`src/rtl/cpu_pkg.sv`:
```
// Shared CPU constants, the branch-sequencer state encoding and IR field positions.
//   CPU_DATA_WIDTH   : width of PC, bus and IR
//   CPU_OFFSET_WIDTH : width of the sign-extended branch constant field
//   CPU_RESET_PC     : PC value loaded on reset
package cpu_pkg;

    localparam int unsigned CPU_DATA_WIDTH   = 32;
    localparam int unsigned CPU_OFFSET_WIDTH = 19;
    localparam int unsigned CPU_RESET_PC     = 0;

    // IR field positions: C2 condition select and the branch constant
    localparam int unsigned IR_C2_MSB    = 20;
    localparam int unsigned IR_C2_LSB    = 19;
    localparam int unsigned IR_CONST_MSB = 18;
    localparam int unsigned IR_CONST_LSB = 0;

    typedef enum logic [1:0] {
        BR_IDLE   = 2'b00,
        BR_SAMPLE = 2'b01,
        BR_UPDATE = 2'b10
    } br_state_e;

endpackage

```
`src/rtl/pc_adder.sv`:
```
// Modulo-2^WIDTH adder shared by the fetch increment and the branch update.
//   a_i   : current PC
//   b_i   : addend (1 for IncPC, sign-extended offset for a taken branch)
//   sum_o : a_i + b_i, wrapping
module pc_adder #(
    parameter int unsigned WIDTH = 32
) (
    input  logic [WIDTH-1:0] a_i,
    input  logic [WIDTH-1:0] b_i,
    output logic [WIDTH-1:0] sum_o
);

    assign sum_o = a_i + b_i;

endmodule

```
`src/rtl/pc_branch_unit.sv`:
```
// Program counter plus branch-resolution sequencer (IDLE -> SAMPLE -> UPDATE).
//   clock, clear : system clock, asynchronous active-high reset
//   PCin         : load PC from BusMuxOut (highest priority, aborts a branch)
//   IncPC        : PC + 1 in IDLE, ignored while a branch is in flight
//   BranchEval   : starts branch resolution, offset taken from IRout
//   ConFFOut     : condition flag, sampled one cycle after BranchEval
//   IRout        : instruction register, low bits hold the branch constant
//   BusMuxOut    : load value for PCin
//   PCout_q      : current PC
//   BranchTaken  : result of the last completed branch
//   BranchBusy   : branch resolution in progress
module pc_branch_unit
    import cpu_pkg::*;
#(
    parameter int unsigned DATA_WIDTH   = CPU_DATA_WIDTH,
    parameter int unsigned OFFSET_WIDTH = CPU_OFFSET_WIDTH,
    parameter logic [DATA_WIDTH-1:0] RESET_PC = DATA_WIDTH'(CPU_RESET_PC)
) (
    input  logic                  clock,
    input  logic                  clear,
    input  logic                  PCin,
    input  logic                  IncPC,
    input  logic                  BranchEval,
    input  logic                  ConFFOut,
    input  logic [DATA_WIDTH-1:0] IRout,
    input  logic [DATA_WIDTH-1:0] BusMuxOut,
    output logic [DATA_WIDTH-1:0] PCout_q,
    output logic                  BranchTaken,
    output logic                  BranchBusy
);

    br_state_e             state_q, state_d;
    logic [DATA_WIDTH-1:0] pc_q, pc_d;
    logic [DATA_WIDTH-1:0] off_q, off_d;
    logic                  take_q, take_d;
    logic                  taken_q, taken_d;

    logic [DATA_WIDTH-1:0] off_sext;
    logic [DATA_WIDTH-1:0] add_b;
    logic [DATA_WIDTH-1:0] add_sum;
    logic                  upd_taken;

    // Only the branch constant field is consumed here
    logic unused_ir_bits;
    assign unused_ir_bits = ^{IRout[DATA_WIDTH-1:OFFSET_WIDTH], IRout[IR_C2_MSB:IR_C2_LSB],
                              IRout[IR_CONST_MSB:IR_CONST_LSB]};

    assign off_sext  = {{(DATA_WIDTH-OFFSET_WIDTH){IRout[OFFSET_WIDTH-1]}},
                        IRout[OFFSET_WIDTH-1:0]};
    assign upd_taken = (state_q == BR_UPDATE) && take_q;

    // One adder serves both the increment and the branch target
    assign add_b = upd_taken ? off_q : DATA_WIDTH'(1);

    pc_adder #(
        .WIDTH (DATA_WIDTH)
    ) u_pc_adder (
        .a_i   (pc_q),
        .b_i   (add_b),
        .sum_o (add_sum)
    );

    // Next-state and next-PC selection
    always_comb begin
        state_d = state_q;
        pc_d    = pc_q;
        off_d   = off_q;
        take_d  = take_q;
        taken_d = taken_q;

        // PC priority: PCin > taken-branch update > IncPC (IDLE only)
        if (PCin) begin
            pc_d = BusMuxOut;
        end else if (upd_taken) begin
            pc_d = add_sum;
        end else if (IncPC && (state_q == BR_IDLE)) begin
            pc_d = add_sum;
        end

        unique case (state_q)
            BR_IDLE: begin
                if (BranchEval) begin
                    off_d   = off_sext;
                    state_d = BR_SAMPLE;
                end
            end
            BR_SAMPLE: begin
                take_d  = ConFFOut;
                state_d = PCin ? BR_IDLE : BR_UPDATE;
            end
            BR_UPDATE: begin
                // A PCin abort leaves the previous result visible
                if (!PCin) begin
                    taken_d = take_q;
                end
                state_d = BR_IDLE;
            end
            default: state_d = BR_IDLE;
        endcase
    end

    always_ff @(posedge clock or posedge clear) begin
        if (clear) begin
            state_q <= BR_IDLE;
            pc_q    <= RESET_PC;
            off_q   <= '0;
            take_q  <= 1'b0;
            taken_q <= 1'b0;
        end else begin
            state_q <= state_d;
            pc_q    <= pc_d;
            off_q   <= off_d;
            take_q  <= take_d;
            taken_q <= taken_d;
        end
    end

    assign PCout_q     = pc_q;
    assign BranchTaken = taken_q;
    assign BranchBusy  = (state_q != BR_IDLE);

endmodule

```
`config.mk`:
```
export PLATFORM = sky130hd
export DESIGN_NAME = pc_branch_unit
export DESIGN_NICKNAME = d
export VERILOG_FILES = /design/src/rtl/cpu_pkg.sv /design/src/rtl/pc_adder.sv /design/src/rtl/pc_branch_unit.sv
export SDC_FILE = /design/constraint.sdc
export NUM_CORES = 1
export LEC_CHECK = 0
export CORE_MARGIN = 3
export CORE_UTILIZATION = 45
export DETAILED_ROUTE_END_ITERATION = 8
export PLACE_DENSITY_LB_ADDON = 0.25
export SLEW_MARGIN = 25
export SYNTH_ARGS = -nofsm -noshare
export SYNTH_HDL_FRONTEND = slang
export SYNTH_SLANG_ARGS = --single-unit
```
`constraint.sdc`:
```
create_clock -name clock -period 3.14 [get_ports clock]
set_clock_uncertainty 0.15 [all_clocks]
set_input_delay 0.628 -clock clock [delete_from_list [all_inputs] [get_ports clock]]
set_output_delay 0.628 -clock clock [all_outputs]
set_load 0.02 [all_outputs]
```
==> results of run 1 <==
repair_timing:
item,4_1_cts,5_1_grt
pin swaps,8,15
endpoints found under the setup margin,10,17
setup buffers,4,5
gates resized for setup,15,19
report_power, final:
| part | total [µW] | switching [µW] | internal [µW] |
|---|---|---|---|
| Combinational | 973 | 464 | 509 |
| Clock | 409 | 251 | 157 |
| Sequential | 936 | 116 | 819 |
| Total | 2320 | 832 | 1490 |
final cells by class:
cell class | instances | share of cell area [%]
Clock inverter | 2 | 0.2126
Sequential cell | 55 | 23.39
Timing Repair Buffer | 147 | 23.07
Inverter | 12 | 0.7655
Multi-Input combinational cell | 379 | 49.03
Tap cell | 108 | 2.296
Clock buffer | 6 | 1.233
registers in the layout, summed over array words and instances, names as in the netlist:
name	flops
BranchTaken	1
take_q	1
state_q	2
off_q	19
PCout_q	32
per-layer routing:
metal / vias to the layer above / share of wire [%] / track usage [%]
li1: 2012 / - / -
met1: 2024 / 44 / 30.90
met2: 130 / 50 / 39.68
met3: 11 / 5.1 / 2.594
met4: 0 / 1.0 / 5.247
met5: - / 0 / 0
worst min-delay path by stage:
stage	startpoint	end	slack (ns)
after floorplan	off_q[0]	off_q[0]	0.32
after global placement	off_q[13]	off_q[13]	0.34
after detailed placement	off_q[6]	off_q[6]	0.34
after CTS	off_q[6]	off_q[6]	0.37
after global routing	off_q[6]	off_q[6]	0.38
final	off_q[13]	off_q[13]	0.37
kinds of logic (layout without fill, tap and decap cells):
logic type / count (synthesis) / count (layout) / share of synthesized area, %
flip-flops: 55 / 55 / 33.18
multiplexers: 32 / 32 / 8.537
adder cells (fa/ha/maj): 19 / 19 / 5.913
buffers and inverters: 42 / 167 / 4.042
AND/OR/NAND/NOR: 192 / 192 / 24.65
AO/OA/AOI/OAI: 119 / 119 / 20.09
XOR/XNOR: 17 / 17 / 3.590
synth_stat cells (2+ instances only):
library cell	instances
a32oi_1	3
nor2_1	31
o31ai_2	2
nand2_1	45
nand4_1	12
and2_1	20
and3_1	11
o311ai_0	3
o21ai_0	22
a211o_1	3
or4_1	7
a22oi_1	2
ha_1	18
o221ai_1	2
a21oi_1	28
o21a_1	10
xnor2_1	10
or3_1	6
a211oi_1	2
a221o_1	4
clkbuf_1	22
o21ai_1	5
nor4_1	4
a21o_1	2
o211ai_1	13
nor3b_1	4
nand3_1	19
nor3_1	11
mux2_2	26
and2_2	2
dfrtp_1	55
xor2_1	7
mux2i_1	5
or2_1	2
buf_2	5
and3b_1	2
nor2b_1	4
buf_1	2
and4_1	3
nand3b_1	3
a31oi_1	3
a2111oi_0	2
inv_1	12
stage by stage:
| stage | hold WS (ns) | setup TNS (ns) | util [%] | instances | setup slack, ns |
|---|---|---|---|---|---|
| 2_1_floorplan | 0.3216 | -0.02921 | - | 476 | -0.02608 |
| 3_3_place_gp | 0.3367 | -0.2245 | 62.67 | 692 | -0.05956 |
| 3_5_place_dp | 0.3434 | -0.5449 | 62.67 | 692 | -0.1071 |
| 4_1_cts | 0.3687 | -0.2018 | 65.05 | 704 | -0.05418 |
| 5_1_grt | 0.3775 | -1.418 | 66.50 | 709 | -0.2084 |
| 6_report | 0.3652 | -0.3528 | 66.50 | 709 | -0.1094 |
==> results.tsv, run 1 <==
metric	value	unit
Syn. warnings	0	
gr usage total	22.96	%
Hold Path Depth	1	
most common cell after layout, fill and taps aside	clkdlybuf4s50_1	
chip width	102.0	µm
share of the synthesized area in the top cell type	33.18	%
DR pass1 iterations	5	
failing checks	negative setup slack	
worst skew pair latency	0.32	ns
FP Rows	34	
Root Driver	clkbuf_8	
clk sinks	55	
largest net degree at the start of global routing	31	
Fill cells	737	
clock tree buffer depth	2	
reg2reg start	take_q	
Cell variety after synth	65	
CTS tree	built	
Synth area leader	dfrtp_1	
Setup CP Type	register to register	
die area	0.01041	mm²
commonest non-fill, non-tap cells in the layout	clkdlybuf4s50_1 (90), dfrtp_1 (55), buf_4 (54)	
CP Cell Sequence	and3b_2 > buf_12 > and2_4 > ha_4 > nand4_1 > o31ai_4 > a22oi_2 > a311oi_4 > mux2_4 > or4_4 > nand3_2	
Die H	102.0	µm
crit-path max FO	18	
CP delay by family, top	simple AND/OR/NAND/NOR gates	
initial DRC count	252	
top area cells in the synthesized netlist	dfrtp_1 (33%), mux2_2 (7.1%), ha_1 (5.4%), nand2_1 (4.1%), a21oi_1 (3.4%)	
Worst-Margin Slew	0.7813	ns
Tcrit/Tclk final	103.5	%
Slowest cell on crit path	or4_4	
Avg WL per Cell	16.80	µm
DRC	0	
FF-to-FF path depth	11	
crit path capture type	register	
Post-synth top flop	dfrtp_1	
R2R Path End	PCout_q[20]	
min cycle time layout	3.249	ns
WP depth	11	
Worst Hold Class	register to register	
routed vias/inst	5.891	
mapped cell area	0.004148	mm²
R2R setup slack	-0.11	ns
Worst setup SP type	register	
first-pass GRT wire length	19520	µm
Buf/Inv on CP	1	
CP peak stage delay	0.42	ns
Setup crit start	take_q	
Post-Layout Inst Area	0.005884	mm²
initial antenna violation count	0	
area of the multi-input gates	0.002885	mm²
Synthesized Nets	565	
I/O Buffers	90	
Final Worst Setup Slack	-0.1094	ns
status	finished, violations left	
LEAKAGE	0.002371	µW
CP arrival	3.36	ns
H-tree levels	2	
Pwr Total	2317	µW
IO Pins	104	
CP required	3.25	ns
max-slew violations	0	
number of routed nets with antenna violations	0	
Hold-fix buffers, CTS	0	
Setup crit end	PCout_q[20]	
pwr/cell area	393.8	mW/mm²
GRT overflow	0	
EDFF count, synth	0	
Inserted Clock Buffers	5	
routed wire length	11910	µm
max-cap viol count	0	
via count	4177	
vias in the first global route	4049	
HPWL after DPL	8979	µm
Rel. slew slack	47.86	%
Synth async-reset ratio	100.0	%
Post-layout nets	689	
Clock transition at path regs	0.10	ns
antenna diode count	0	
Layout area overhead	41.87	%
total core area	0.008848	mm²
Max Freq	307.8	MHz
syn avg cell area	8.714	µm²
Placer Congestion	0.9023	
#FFs+latches synth	55	
register area	0.001376	mm²
initial core utilization	46.88	%
Syn Inst Count	476	
final hold violation count	0	
layout cells sized above 1	23.63	%
Placed Area	0.005545	mm²
RSZ-0062 raised after global routing	true	
Seq/Total Area, Yosys	33.18	%
final setup vio count	6	
Worst IR Drop VDD	0.0002100	V
Note: power is estimated with default switching activity, not from simulation.
==> inputs of run 2 (changes only) <==
CORE_UTILIZATION = 50   (was 45)
PLACE_DENSITY = 0.81   (was not set)
PLACE_DENSITY_LB_ADDON = not set   (was 0.25)
SLEW_MARGIN = 40   (was 25)
clock period = 3.3 ns   (was 3.14 ns; I/O delays follow)
==> results.tsv, run 2 (synthesis gave the netlist of run 1 again) <==
metric	value	unit	change
Final Util	73.24	%	was 66.50%
crit-path max FO	18		unchanged
Die H	97.08	µm	was 102.0 µm
I/O Buffers	90		unchanged
min cycle time layout	3.338	ns	was 3.249 ns
max-cap viol count	0		unchanged
CTS tree	built		unchanged
reg2reg start	take_q		unchanged
Placed Area	0.005350	mm²	was 0.005545 mm²
max-slew violations	0		unchanged
clock tree buffer depth	2		unchanged
most common cell after layout, fill and taps aside	clkdlybuf4s50_1		unchanged
Setup CP Type	register to register		unchanged
initial core utilization	52.59	%	was 46.88%
Layout area overhead	39.28	%	was 41.87%
GRT overflow	0		unchanged
largest net degree at the start of global routing	36		was 31
vias in the first global route	4245		was 4,049
die area	0.009425	mm²	was 0.01041 mm²
Avg WL per Cell	19.15	µm	was 16.80 µm
Sw Ratio	36.82	%	was 35.91%
R2R setup slack	-0.04	ns	was -0.11 ns
Worst setup SP type	register		unchanged
DR pass1 iterations	5		unchanged
failing checks	negative setup slack		unchanged
max FFs per register	32		unchanged
final setup TNS	-0.03839	ns	was -0.3528 ns
Flop pwr share	40.5	%	was 40.4%
routed wire length	13190	µm	was 11,910 µm
status	finished, violations left		unchanged
initial DRC count	285		was 252
CP delay by family, top	simple AND/OR/NAND/NOR gates		unchanged
FF-to-FF path depth	12		was 11
Rel. slew slack	42.42	%	was 47.86%
H-tree levels	2		unchanged
via count	4298		was 4,177
final setup vio count	1		was 6
Tcrit/Tclk final	101.2	%	was 103.5%
Post-Layout Inst Area	0.005777	mm²	was 0.005884 mm²
R2R Path End	PCout_q[25]		was PCout_q[20]
Layout Cells excl Fill	689		was 709
worst skew pair latency	0.32	ns	about the same
commonest non-fill, non-tap cells in the layout	clkdlybuf4s50_1 (90), dfrtp_1 (55), nand2_1 (45)		was clkdlybuf4s50_1 (90), dfrtp_1 (55), buf_4 (54)
chip width	97.08	µm	was 102.0 µm
IO Pins	104		unchanged
internal power	1401	µW	was 1485 µW
placed cells	671		was 692
Post-layout nets	675		was 689
Root Driver	clkbuf_8		unchanged
CP arrival	3.40	ns	was 3.36 ns
Inserted Clock Buffers	5		unchanged
number of routed nets with antenna violations	0		unchanged
pwr/cell area	383.8	mW/mm²	was 393.8 mW/mm²
final hold violation count	0		unchanged
LEAKAGE	0.002293	µW	was 0.002371 µW
Worst IR Drop VDD	0.0002326	V	was 0.0002100 V
CP peak stage delay	0.41	ns	was 0.42 ns
Clock transition at path regs	0.11	ns	was 0.10 ns
antenna diode count	0		unchanged
layout cells sized above 1	21.47	%	was 23.63%
crit path capture type	register		unchanged
HPWL after DPL	8770	µm	was 8979 µm
gr usage total	25.84	%	was 22.96%
Gate power share	41.9	%	was 42.0%
first-pass GRT wire length	20360	µm	was 19,520 µm
FP Rows	32		was 34
Clk pwr share	17.6	%	about the same
total core area	0.007888	mm²	was 0.008848 mm²
Worst Hold Class	input port to async pin		was register to register
Worst-Margin Slew	0.8637	ns	was 0.7813 ns
switching pwr	816.5	µW	was 832.1 µW
Slowest cell on crit path	or4_4		unchanged
routed vias/inst	6.238		was 5.891
CP required	3.37	ns	was 3.25 ns
CP Cell Sequence	and3b_2 > buf_12 > and2_1 > ha_1 > a211oi_1 > o21ai_1 > nand2_1 > a32oi_2 > buf_4 > or4_4 > and4_4 > a2111oi_4		was and3b_2 > buf_12 > and2_4 > ha_4 > nand4_1 > o31ai_4 > a22oi_2 > a311oi_4 > mux2_4 > or4_4 > nand3_2
RSZ-0062 raised after global routing	true		unchanged
initial antenna violation count	0		unchanged
Post-Place Worst Slack	-0.02688	ns	was -0.1071 ns
Placer Congestion	0.9910		was 0.9023
DRC	0		unchanged
clk sinks	55		unchanged
Max Freq	299.5	MHz	was 307.8 MHz
Buf/Inv on CP	2		was 1
Final Worst Setup Slack	-0.03839	ns	was -0.1094 ns
run 2: cell types whose count changed in the layout (fill, tap and decap cells not counted), sizes merged:
cell and change:
clkinvlp +1, buf -14, clkbuf -1
run 2: through the flow:
stage / hold slack [ns] / power, µW
finish: 0.3607 / 2217
global route: 0.3775 / 2338
CTS: 0.3664 / 2129
detailed placement: 0.3406 / 1722
global placement: 0.3331 / 1701
floorplan: 0.3216 / 1363
run 2: worst reg2reg max path, cell delays in order (launching register included):
cell and delay (ns):
dfrtp_1 0.39, and3b_2 0.23, buf_12 0.15, and2_1 0.17, ha_1 0.27, a211oi_1 0.38
o21ai_1 0.17, nand2_1 0.13, a32oi_2 0.13, buf_4 0.16, or4_4 0.41, and4_4 0.19
a2111oi_4 0.31
run 2: routing by layer:
| metal | vias to the layer above | track usage, % | wire (µm) |
|---|---|---|---|
| met4 | 0 | 8.099 | 404 |
| met5 | - | 0 | 0 |
| li1 | 1980 | - | - |
| met2 | 232 | 46.13 | 6570 |
| met1 | 2042 | 31.53 | 5248 |
| met3 | 44 | 4.594 | 971 |
run 2: worst max path at each step:
stage | start | endpoint | slack [ns] | cells past startpoint
2_1_floorplan | state_q[1] | PCout_q[30] | -0.01 | 12
3_3_place_gp | state_q[0] | PCout_q[22] | -0.02 | 12
3_5_place_dp | take_q | PCout_q[30] | -0.03 | 11
4_1_cts | take_q | PCout_q[25] | 0.005 | 11
5_1_grt | take_q | PCout_q[25] | -0.16 | 12
6_report | take_q | PCout_q[25] | -0.04 | 12
run 2: power by group through the flow:
stage	combinational [µW]	sequential, µW	clock (µW)
detailed placement	827	895	0
finish	929	897	391
global route	1000	911	424
global placement	809	892	0
floorplan	438	924	0
CTS	847	886	396
run 2: layout make-up:
class                   instances  area [µm²]
fillers                       593        2111
repair buffers                133        1252
clock inverters                 3       20.02
inverters                      12       45.04
well taps                     102       127.6
clock buffers                   5       68.82
multi-input cells             379        2887
flip-flops and latches         55        1376
run 2: what timing repair did:
item	in CTS	in global routing
pin swaps	3	16
resized for setup	10	35
hold buffers	0	0
setup endpoints to repair	3	17
buffers inserted	1	9
==> inputs of run 3 (changes only) <==
CORE_ASPECT_RATIO = 0.75   (was not set)
==> results.tsv, run 3 (synthesis gave the netlist of run 1 again) <==
metric	value	unit	change
first-pass GRT wire length	20530	µm	was 20,360 µm
most common cell after layout, fill and taps aside	clkdlybuf4s50_1		unchanged
max-slew violations	0		unchanged
Placer Congestion	0.9330		was 0.9910
GRT overflow	0		unchanged
switching pwr	800.9	µW	was 816.5 µW
RSZ-0062 raised after global routing	true		unchanged
routed vias/inst	6.087		was 6.238
Flop pwr share	40.6	%	was 40.5%
FF-to-FF path depth	11		was 12
crit-path max FO	17		was 18
HPWL after DPL	8905	µm	was 8770 µm
R2R Path End	PCout_q[20]		was PCout_q[25]
Hold Path Depth	1		
Pwr Total	2215	µW	was 2217 µW
Avg WL per Cell	18.20	µm	was 19.15 µm
internal power	1414	µW	was 1401 µW
Die H	84.88	µm	was 97.08 µm
final hold violation count	0		unchanged
R2R setup slack	0.05	ns	was -0.04 ns
Gate power share	40.5	%	was 41.9%
number of routed nets with antenna violations	0		unchanged
H-tree levels	2		unchanged
register area	0.001376	mm²	unchanged
Worst-Margin Slew	0.7483	ns	was 0.8637 ns
Layout area overhead	39.06	%	was 39.28%
area of the multi-input gates	0.002888	mm²	was 0.002887 mm²
DR pass1 iterations	4		was 5
FP Rows	28		was 32
vias in the first global route	4233		was 4,245
Setup CP Type	register to register		unchanged
CTS tree	built		unchanged
Root Driver	clkbuf_8		unchanged
Worst setup SP type	register		unchanged
Sw Ratio	36.16	%	was 36.82%
final setup vio count	0		was 1
LEAKAGE	0.002290	µW	was 0.002293 µW
max-cap viol count	0		unchanged
clk sinks	55		unchanged
Inserted Clock Buffers	5		unchanged
CP peak stage delay	0.45	ns	was 0.41 ns
Buf/Inv on CP	1		was 2
IO Pins	104		unchanged
Worst IR Drop VDD	0.0002382	V	was 0.0002326 V
CP delay by family, top	simple AND/OR/NAND/NOR gates		unchanged
antenna diode count	0		unchanged
status	finished clean		was finished, violations left
Worst Hold Class	register to register		was input port to async pin
Tcrit/Tclk final	98.58	%	was 101.2%
die area	0.009436	mm²	was 0.009425 mm²
largest net degree at the start of global routing	56		was 36
total core area	0.007988	mm²	was 0.007888 mm²
I/O Buffers	90		unchanged
DRC	0		unchanged
Slowest cell on crit path	a311oi_4		was or4_4
initial antenna violation count	0		unchanged
chip width	111.2	µm	was 97.08 µm
commonest non-fill, non-tap cells in the layout	clkdlybuf4s50_1 (90), dfrtp_1 (55), nand2_1 (45)		unchanged
Clk pwr share	19.0	%	was 17.6%
crit path capture type	register		unchanged
worst skew pair latency	0.32	ns	about the same
CP arrival	3.36	ns	was 3.40 ns
CP required	3.41	ns	was 3.37 ns
layout cells sized above 1	21.33	%	was 21.47%
CP Cell Sequence	and3b_2 > buf_12 > and2_4 > ha_4 > nand4_1 > o31ai_2 > a22oi_2 > a311oi_4 > mux2_4 > or4_1 > nand3_1		was and3b_2 > buf_12 > and2_1 > ha_1 > a211oi_1 > o21ai_1 > nand2_1 > a32oi_2 > buf_4 > or4_4 > and4_4 > a2111oi_4
gr usage total	26.01	%	was 25.84%
pwr/cell area	383.9	mW/mm²	was 383.8 mW/mm²
Post-Layout Inst Area	0.005768	mm²	was 0.005777 mm²
initial core utilization	51.93	%	was 52.59%
hold endpoint	off_q[16]		
Max Freq	307.4	MHz	was 299.5 MHz
via count	4206		was 4,298
Post-layout nets	674		was 675
Hold-fix buffers, CTS	0		unchanged
reg2reg start	state_q[1]		was take_q
min cycle time layout	3.253	ns	was 3.338 ns
clock tree buffer depth	2		unchanged
Fill cells	618		was 593
Placed Area	0.005341	mm²	was 0.005350 mm²
routed wire length	12570	µm	was 13,190 µm
Rel. slew slack	50.11	%	was 42.42%
Clock transition at path regs	0.11	ns	about the same
initial DRC count	252		was 285
max FFs per register	32		unchanged
Hold Crit Start	off_q[16]		
[run 3: cell count changes in the layout (fill, tap and decap cells not counted), moves of 2 or more]
cell,delta
a21oi_1,-2
a2111oi_2,+2
clkinvlp_4,-2
a21oi_4,-2
a21oi_2,+4
ha_2,-2
[run 3: repair_timing]
item | CTS | global route
endpoints found under the setup margin | 9 | 17
pin swaps | 3 | 18
resized for setup | 10 | 36
buffers inserted | 0 | 9
[run 3: power by group through the flow]
stage	clock, µW	combinational, µW	sequential, µW
after floorplan	0	438	924
after detailed placement	0	818	898
after CTS	423	841	888
after global routing	449	968	915
after global placement	0	799	892
final	420	896	898
[run 3: routing by layer]
layer | global-route usage (%) | part of all wire, % | up-vias
li1 | - | - | 1982
met1 | 36.22 | 46 | 2026
met2 | 43.08 | 46 | 177
met3 | 4.633 | 7.0 | 21
met4 | 5.304 | 0.92 | 0
met5 | 0 | 0 | -
[run 3: cell type report]
type / count / share of cell area, %
clock inverter: 1 / 0.1518
tap: 105 / 2.278
timing repair buffer: 132 / 21.37
sequential: 55 / 23.86
inverter: 12 / 0.7809
clock buffer: 7 / 1.497
multi-input combinational: 379 / 50.07
[run 3: through the flow]
stage	setup TNS [ns]	std cells	setup slack, ns	hold WS (ns)	util (%)
4_1_cts	-0.08572	682	-0.03542	0.3630	69.06
3_5_place_dp	-0.2090	674	-0.06662	0.3383	66.87
3_3_place_gp	0	674	0.01343	0.3348	66.87
2_1_floorplan	-0.02658	476	-0.01447	0.3216	-
5_1_grt	-0.2683	691	-0.06907	0.3831	72.21
6_report	0	691	0.04695	0.3605	72.21
[run 3: worst max-delay path by stage]
| stage | to | slack (ns) | depth (start not counted) | from |
|---|---|---|---|---|
| after global placement | PCout_q[30] | 0.01 | 11 | take_q |
| after global routing | PCout_q[20] | -0.07 | 11 | state_q[1] |
| after CTS | PCout_q[25] | -0.04 | 11 | state_q[0] |
| final | PCout_q[20] | 0.05 | 11 | state_q[1] |
| after detailed placement | PCout_q[22] | -0.07 | 11 | take_q |
| after floorplan | PCout_q[30] | -0.01 | 12 | state_q[1] |
